[src/rtl/spi_arb_pkg.sv]
// Shared types and constants for the SPI bus arbiter.
package spi_arb_pkg;
   localparam int CMD_W = 16;
   localparam logic [CMD_W-1:0] TIMEOUT_RD_DATA = 16'h0000;

   typedef enum logic [1:0] {IDLE, LAUNCH, BUSY, RESP} state_t;
   typedef enum logic {OWN_INERT, OWN_A2D} owner_t;
endpackage

[src/rtl/spi_arb_wdog.sv]
// Transaction watchdog: counts enabled cycles from a clear, flags the last allowed cycle.
module spi_arb_wdog #(
   parameter int TIMEOUT_CYC = 4096
) (
   input  logic clk_i,
   input  logic rst_i,
   input  logic clr_i,
   input  logic en_i,
   output logic expired_o
);
   localparam int W = $clog2(TIMEOUT_CYC) + 1;

   logic [W-1:0] cnt_q, cnt_d;

   assign expired_o = en_i && (cnt_q == W'(TIMEOUT_CYC - 1));

   always_comb begin
      cnt_d = cnt_q;
      if (clr_i)
         cnt_d = '0;
      else if (en_i && !expired_o)
         cnt_d = cnt_q + W'(1);
   end

   always_ff @(posedge clk_i) begin
      if (rst_i) cnt_q <= '0;
      else       cnt_q <= cnt_d;
   end
endmodule

[src/rtl/spi_bus_arb.sv]
// Shares one SPI master between the inertial and A2D requesters; inertial has
// priority, A2D is forced through after MAX_WAIT consecutive losses.
module spi_bus_arb
   import spi_arb_pkg::*;
#(
   parameter int MAX_WAIT    = 3,
   parameter int TIMEOUT_CYC = 4096
) (
   input  logic             clk_i,
   input  logic             rst_i,
   input  logic             inert_req_i,
   input  logic [CMD_W-1:0] inert_cmd_i,
   output logic             inert_gnt_o,
   output logic             inert_done_o,
   output logic [CMD_W-1:0] inert_rd_o,
   input  logic             a2d_req_i,
   input  logic [CMD_W-1:0] a2d_cmd_i,
   output logic             a2d_gnt_o,
   output logic             a2d_done_o,
   output logic [CMD_W-1:0] a2d_rd_o,
   output logic             spi_wrt_o,
   output logic [CMD_W-1:0] spi_cmd_o,
   input  logic             spi_done_i,
   input  logic [CMD_W-1:0] spi_rd_data_i,
   output logic             timeout_err_o
);
   localparam logic [3:0] MAX_W = 4'(MAX_WAIT);

   state_t           state_q, state_d;
   owner_t           owner_q, owner_d;
   logic [3:0]       skip_q, skip_d;
   logic             inert_gnt_q, inert_gnt_d, a2d_gnt_q, a2d_gnt_d;
   logic             inert_done_q, inert_done_d, a2d_done_q, a2d_done_d;
   logic [CMD_W-1:0] inert_rd_q, inert_rd_d, a2d_rd_q, a2d_rd_d;
   logic             spi_wrt_q, spi_wrt_d, tout_q, tout_d;
   logic [CMD_W-1:0] spi_cmd_q, spi_cmd_d;
   logic             a2d_win;
   logic [CMD_W-1:0] rd_v;
   logic             wd_exp;

   spi_arb_wdog #(.TIMEOUT_CYC(TIMEOUT_CYC)) u_wdog (
      .clk_i    (clk_i),
      .rst_i    (rst_i),
      .clr_i    (state_q == LAUNCH),
      .en_i     (state_q == BUSY),
      .expired_o(wd_exp)
   );

   always_comb begin
      state_d      = state_q;
      owner_d      = owner_q;
      skip_d       = skip_q;
      inert_gnt_d  = inert_gnt_q;
      a2d_gnt_d    = a2d_gnt_q;
      inert_rd_d   = inert_rd_q;
      a2d_rd_d     = a2d_rd_q;
      spi_cmd_d    = spi_cmd_q;
      inert_done_d = 1'b0;
      a2d_done_d   = 1'b0;
      spi_wrt_d    = 1'b0;
      tout_d       = 1'b0;
      a2d_win      = a2d_req_i && (!inert_req_i || skip_q == MAX_W);
      rd_v         = spi_done_i ? spi_rd_data_i : TIMEOUT_RD_DATA;
      unique case (state_q)
         IDLE: begin
            if (inert_req_i || a2d_req_i) begin
               owner_d     = a2d_win ? OWN_A2D : OWN_INERT;
               spi_cmd_d   = a2d_win ? a2d_cmd_i : inert_cmd_i;
               inert_gnt_d = !a2d_win;
               a2d_gnt_d   = a2d_win;
               spi_wrt_d   = 1'b1;
               state_d     = LAUNCH;
               if (a2d_win)
                  skip_d = '0;
               else if (a2d_req_i && skip_q != MAX_W)
                  skip_d = skip_q + 4'd1;
            end
         end
         // spi_done during LAUNCH belongs to no transaction of ours and is dropped.
         LAUNCH: state_d = BUSY;
         BUSY: begin
            if (spi_done_i || wd_exp) begin
               tout_d  = !spi_done_i;
               state_d = RESP;
               if (owner_q == OWN_A2D) begin
                  a2d_rd_d   = rd_v;
                  a2d_done_d = 1'b1;
               end else begin
                  inert_rd_d   = rd_v;
                  inert_done_d = 1'b1;
               end
            end
         end
         RESP: begin
            inert_gnt_d = 1'b0;
            a2d_gnt_d   = 1'b0;
            state_d     = IDLE;
         end
         default: state_d = IDLE;
      endcase
   end

   always_ff @(posedge clk_i) begin
      if (rst_i) begin
         state_q      <= IDLE;
         owner_q      <= OWN_INERT;
         skip_q       <= '0;
         inert_gnt_q  <= 1'b0;
         a2d_gnt_q    <= 1'b0;
         inert_done_q <= 1'b0;
         a2d_done_q   <= 1'b0;
         inert_rd_q   <= '0;
         a2d_rd_q     <= '0;
         spi_wrt_q    <= 1'b0;
         spi_cmd_q    <= '0;
         tout_q       <= 1'b0;
      end else begin
         state_q      <= state_d;
         owner_q      <= owner_d;
         skip_q       <= skip_d;
         inert_gnt_q  <= inert_gnt_d;
         a2d_gnt_q    <= a2d_gnt_d;
         inert_done_q <= inert_done_d;
         a2d_done_q   <= a2d_done_d;
         inert_rd_q   <= inert_rd_d;
         a2d_rd_q     <= a2d_rd_d;
         spi_wrt_q    <= spi_wrt_d;
         spi_cmd_q    <= spi_cmd_d;
         tout_q       <= tout_d;
      end
   end

   assign inert_gnt_o   = inert_gnt_q;
   assign a2d_gnt_o     = a2d_gnt_q;
   assign inert_done_o  = inert_done_q;
   assign a2d_done_o    = a2d_done_q;
   assign inert_rd_o    = inert_rd_q;
   assign a2d_rd_o      = a2d_rd_q;
   assign spi_wrt_o     = spi_wrt_q;
   assign spi_cmd_o     = spi_cmd_q;
   assign timeout_err_o = tout_q;
endmodule

[config.mk]
export PLATFORM = sky130hd
export DESIGN_NAME = spi_bus_arb
export DESIGN_NICKNAME = d
export VERILOG_FILES = /design/src/rtl/spi_arb_pkg.sv /design/src/rtl/spi_arb_wdog.sv /design/src/rtl/spi_bus_arb.sv
export SDC_FILE = /design/constraint.sdc
export NUM_CORES = 1
export LEC_CHECK = 0
export BUFFER_PORTS_ARGS = -buffer_cell sky130_fd_sc_hd__buf_2
export CORE_UTILIZATION = 51
export CTS_BUF_LIST = sky130_fd_sc_hd__clkbuf_16
export CTS_CLUSTER_SIZE = 16
export DETAILED_ROUTE_END_ITERATION = 8
export PLACE_DENSITY = 0.76
export SYNTH_ARGS = -nofsm -noshare
export SYNTH_HDL_FRONTEND = slang
export SYNTH_HIERARCHICAL = 1
export SYNTH_SLANG_ARGS = --single-unit
[constraint.sdc]
create_clock -name clk_i -period 2.87 [get_ports clk_i]
set_clock_uncertainty 0.15 [all_clocks]
set_input_delay 0.287 -clock clk_i [delete_from_list [all_inputs] [get_ports clk_i]]
set_output_delay 0.287 -clock clk_i [all_outputs]
set_load 0.02 [all_outputs]
# After elaboration in Yosys (flattened, before gate mapping)
# Cells that the tools add are included.
[totals] in_bits=53 output_inout_bits=54 ff_bits=74 wordCells=65
[op_classes] bitwise=4 reduce_logical=23 n_eq_ne=8 mux=15 n_addsub=2
[op_table] cell="16-bit 2-to-1 mux" count=2
[op_table] cell="13-bit by 1-bit adder with 13-bit output (second input constant)" count=1
[op_table] cell="13-bit by 12-bit equality test with 1-bit output (second input constant)" count=1
[op_table] cell="3-bit AND reduction" count=3
[op_table] cell="4-bit 2-to-1 mux" count=2
[op_table] cell="2-bit case mux with 4 select lines" count=1
[op_table] cell="1-bit 2-to-1 mux" count=6
[op_table] cell="2-bit AND reduction" count=3
[op_table] cell="4-bit by 1-bit adder with 4-bit output (second input constant)" count=1
[op_table] cell="2-bit equality test (second input constant)" count=2
[op_table] cell="4-bit by 2-bit equality test with 1-bit output (second input constant)" count=1
[op_table] cell="1-bit logical AND" count=4
[op_table] cell="1-bit zero test" count=4
[op_table] cell="2-bit 2-to-1 mux" count=2
[op_table] cell="2-bit != test (second input constant)" count=2
[op_table] cell="4-bit by 2-bit != test with 1-bit output (second input constant)" count=1
[op_table] cell="1-bit inverter" count=4
[op_table] cell="1-bit case mux with 2 select lines" count=2
[op_table] cell="2-bit nonzero test" count=2
[op_table] cell="2-bit OR reduction" count=2
[op_table] cell="1-bit logical OR" count=3
[op_table] cell="3-bit OR reduction" count=1
[op_table] cell="2-bit by 1-bit equality test with 1-bit output (second input constant)" count=1
[op_table] cell="2-bit zero test" count=1

# Depth between registers and ports, before layout
[depth] word_depth=6 depth_mapped=9 mapped_depth_nobuf=7

# Modules after synthesis
# The synthesis kept the hierarchy.
[by_module_without_submodules] mod="spi_bus_arb" n_inst=1 seq_area_each_um2=1221.2 area_each_um2=2901.5 cells_per_inst=315
[by_module_without_submodules] mod="spi_arb_wdog" n_inst=1 seq_area_each_um2=260.2 area_each_um2=663.1 cells_per_inst=74

# Worst setup path before layout
# No wires, ideal clock.
[synth_timing] path_type="register -> register" startpoint="reg u_wdog.cnt_q[0]" endpoint="reg a2d_rd_q[10] (netlist: a2d_rd_o[10])" setup_slack_ns=0.593 path_stages_with_launch=10 n_path_buf=2 arrival_time_ns=2.056 synth_period_minus_slack_ns=2.277 cell_sequence="dfxtp_1 ha_1 nand4_2 nor4_4 buf_6 and2_1 o211a_2 buf_2 nand3_1 a21oi_1"
[synth_between] elab_chain_len=4
[synth_rtl] item="from (decl)" line="spi_arb_wdog.sv:13" rtl="logic [W-1:0] cnt_q, cnt_d;"
[synth_rtl] item="from (signal assigned)" line="spi_arb_wdog.sv:27" rtl="else cnt_q <= cnt_d;"
[synth_rtl] item="13-bit by 12-bit equality test with 1-bit output" line="spi_arb_wdog.sv:15" rtl="assign expired_o = en_i && (cnt_q == W'(TIMEOUT_CYC - 1));"
[synth_rtl] item="1-bit logical AND" line="spi_arb_wdog.sv:15"
[synth_rtl] item="via wd_exp" line="spi_bus_arb.sv:39" rtl="logic wd_exp;"
[synth_rtl] item="1-bit logical OR" line="spi_bus_arb.sv:82" rtl="if (spi_done_i || wd_exp) begin"
[synth_rtl] item="3-bit AND reduction (no line)"
[synth_rtl] item="to (signal assigned)" line="spi_bus_arb.sv:126" rtl="a2d_rd_q <= a2d_rd_d;"
[synth_rtl] item="to (decl)" line="spi_bus_arb.sv:34" rtl="logic [CMD_W-1:0] inert_rd_q, inert_rd_d, a2d_rd_q, a2d_rd_d;"
# The timed path passes the listed nets, and every way through them passes these cells.
# A chain may end at the register's enable or synchronous reset.

# Worst setup path in the final report
[layout_timing] startpoint="reg u_wdog.cnt_q[0]" endpoint="reg a2d_rd_q[1] (netlist: a2d_rd_o[1])"
# Same word-level chain as after synthesis.

==> impl_metrics.ini <==
[routing]
avgViaCountPerCell = 5.90
drtAntennaViolNets = 0
finalWirelength_um = 8660
vias = 3314
drc = 0
wire_per_inst_um = 15.4
drtPass1Iterations = 5
drt-initial-drc-count = 224

[setup_path]
reg2reg_slack_ps = 570
start_kind = register
cp.arrival_ps = 2410
criticalPathCategory = register to register
regToRegEndpoint = a2d_rd_o[1]$_SDFFE_PP0P_
r2r_start = u_wdog/cnt_q[0]$_SDFFE_PP0P_
worst-path-max-fanout = 16
required_ps = 2970
cp-end-kind = register
worst_r2r_path_depth = 7

[synthesis]
synth_top_family_by_area = simple AND/OR/NAND/NOR gates
synthMostInstantiatedCell = dfxtp_1
synth-compound-area-share = 0.191
synth_seq_cells = 74
yosys.area.top_type = dfxtp_1
ys_types = 55
synthAdderAreaFrac = 0.0246
synth_area_mm2 = 0.00356
synth_nets = 449
yosysWarningCount = 6
synthTopCellsByArea = dfxtp_1 42%, a21oi_1 6.5%, nor4_2 4.6%, and4b_1 4.5%, nand4b_1 4.2%
netlist.area_leader.share = 0.416
synth_xor_area_frac = 0.00246
synthMuxAreaShare = 0
synth_commonest_cells = 74 x dfxtp_1, 46 x a21oi_1, 26 x nand2_1
synthFlopType = dfxtp_1
async_reset_ff_frac = 0
syn-instance-count = 389
synth.avg_cell_area_um2 = 9.16
synth_edf_count = 0
seq_area_frac_synth = 0.416
synthSimpleGateAreaFrac = 0.310

[clock_tree]
root_buffer = clkbuf_16
worstSkewPairLatency_ps = 330
ctsHoldBuffers = 0
cts.clk_slew.worst_paths_ps = 60
cts_buffers = 9
cts_tree = built
h-tree-depth = 3
cts-root-to-sink-buffers = 2
cts_setup_buffers = 0
clock_sinks = 74
ctsResizeCount = 0

[floorplan]
core_mm2 = 0.00676
die_w_um = 85.6
initial_core_util = 0.528
ios = 107
num_rows = 30
die_y_um = 85.6
die_area_mm2 = 0.00733

[timing]
rsz0062_at_grt = no
timing.slew.headroom = 0.516
setup_violations = 0
timing.fmax_mhz = 434
finalSetupTns_ps = 0
layout_min_cycle_time_ps = 2300
min_period_over_period = 0.803
tightest_slew_ps = 724
setup_ws_ps = 566
final-hold-violation-count = 0
maxSlewViolCount = 0

[global_routing]
antenna_found_initial = 0
grt_pass1_vias = 2992
grt_max_degree = 38
grtUsageTotal = 0.234
grt_overflow = 0
grt_pass1_wl_um = 13900

[placement]
place.gp.congestion = 0.788
dp_hpwl_um = 5530
preCtsSetupSlack_ps = 589
port_buffers = 106

[final_layout]
fin_nets = 537
drive_gt1_frac = 0.326
seq_area_mm2 = 0.00148
n_antenna_cell = 0
fillers = 567
multi_input_area_mm2 = 0.00188
areaGrowthSynthToFinish_pct = 21.7

[power]
pwr_density_cell_mw_per_mm2 = 773
irDropWorstVdd_mv = 0.357
leakagePower_nw = 1.77

[min_path]
min_delay_path_depth = 3
worstHoldStart = spi_rd_data_i[11]
hold_end = a2d_rd_o[11]$_SDFFE_PP0P_
hold_path.class = primary input to register

[outcome]
outcome = finished clean

[job]
max-cap-violations = 0
-- placed cells by master, fill, tap and decap left out, types with 5 or more instances in the layout --
master and count:
buf_2 106, dfxtp_1 74, a21oi_1 46, nand2_1 26
nand3_1 25, nor2_1 23, o21ai_0 23, nand4b_1 17
and4b_1 16, nor4_2 13, a211oi_1 9, clkbuf_16 9
a211oi_2 7, ha_1 7, nor3_1 6, buf_4 6
o21ai_1 5, nor4_1 5
-- metrics by stage --
step	hold WS [ps]	total power, mW	cell area, um2	cells	utilization
floorplan	288	2.01	3560	389	-
global placement	289	2.27	4050	546	0.600
detailed placement	300	2.29	4050	546	0.600
CTS	78.3	3.37	4340	562	0.642
global route	80.2	3.53	4340	562	0.642
finish	83.2	3.35	4340	562	0.642
-- layout make-up --
cell class	instances	share of cell area
timing repair buffer	112	0.133
inverter	4	0.00346
tap	80	0.0231
sequential	74	0.341
clock inverter	7	0.0138
multi-input combinational	276	0.434
clock buffer	9	0.0519
-- routing by layer --
| layer | GRT usage | part of all wire | wire, um |
|---|---|---|---|
| met1 | 0.300 | 0.46 | 3980 |
| met2 | 0.385 | 0.46 | 3990 |
| met3 | 0.0751 | 0.071 | 613 |
| met4 | 0.0545 | 0.0089 | 77 |
| met5 | 0 | 0 | 0 |
-- cells by family after synthesis --
group	Yosys count
and+or+nand+nor	162
xor gates and xnor gates	1
buffers and inverters	39
adders and majority gates	7
AOI/OAI and AO/OA	106
DFF	74
-- flip-flops by register name (all words and copies together), names as in the netlist --
signal	count
state_q	2
a2d_gnt_o	1
inert_gnt_o	1
a2d_done_o	1
owner_q	1
u_wdog/cnt_q	13
a2d_rd_o	16
spi_cmd_o	16
inert_rd_o	16
spi_wrt_o	1
skip_q	4
inert_done_o	1
timeout_err_o	1
-- worst max path at each step --
stage                                       from                          end  slack [ps]  depth (start not counted)
floorplan           u_wdog/cnt_q[0]$_SDFFE_PP0P_    a2d_rd_o[10]$_SDFFE_PP0P_         590                          9
global placement    u_wdog/cnt_q[0]$_SDFFE_PP0P_    a2d_rd_o[12]$_SDFFE_PP0P_         680                          7
detailed placement  u_wdog/cnt_q[0]$_SDFFE_PP0P_    a2d_rd_o[14]$_SDFFE_PP0P_         590                          7
CTS                 u_wdog/cnt_q[0]$_SDFFE_PP0P_     a2d_rd_o[1]$_SDFFE_PP0P_         570                          7
global route             state_q[0]$_SDFFE_PP0P_  inert_rd_o[13]$_SDFFE_PP0P_         350                          6
finish              u_wdog/cnt_q[0]$_SDFFE_PP0P_     a2d_rd_o[1]$_SDFFE_PP0P_         570                          7
-- power by group --
part           total (mW)  internal, mW  switching, mW
Sequential           1.26          1.18         0.0846
Combinational        1.01         0.352          0.661
Clock                1.08         0.661          0.416
-- critical path, cell delays in order (launching register included) --
cell and delay, ps:
dfxtp_1 390, ha_1 220, nand4_2 170, nor4_4 310
and2_1 270, o211a_2 420, nand3_1 130, a21oi_1 170
Power figures use the tool's default switching activity.
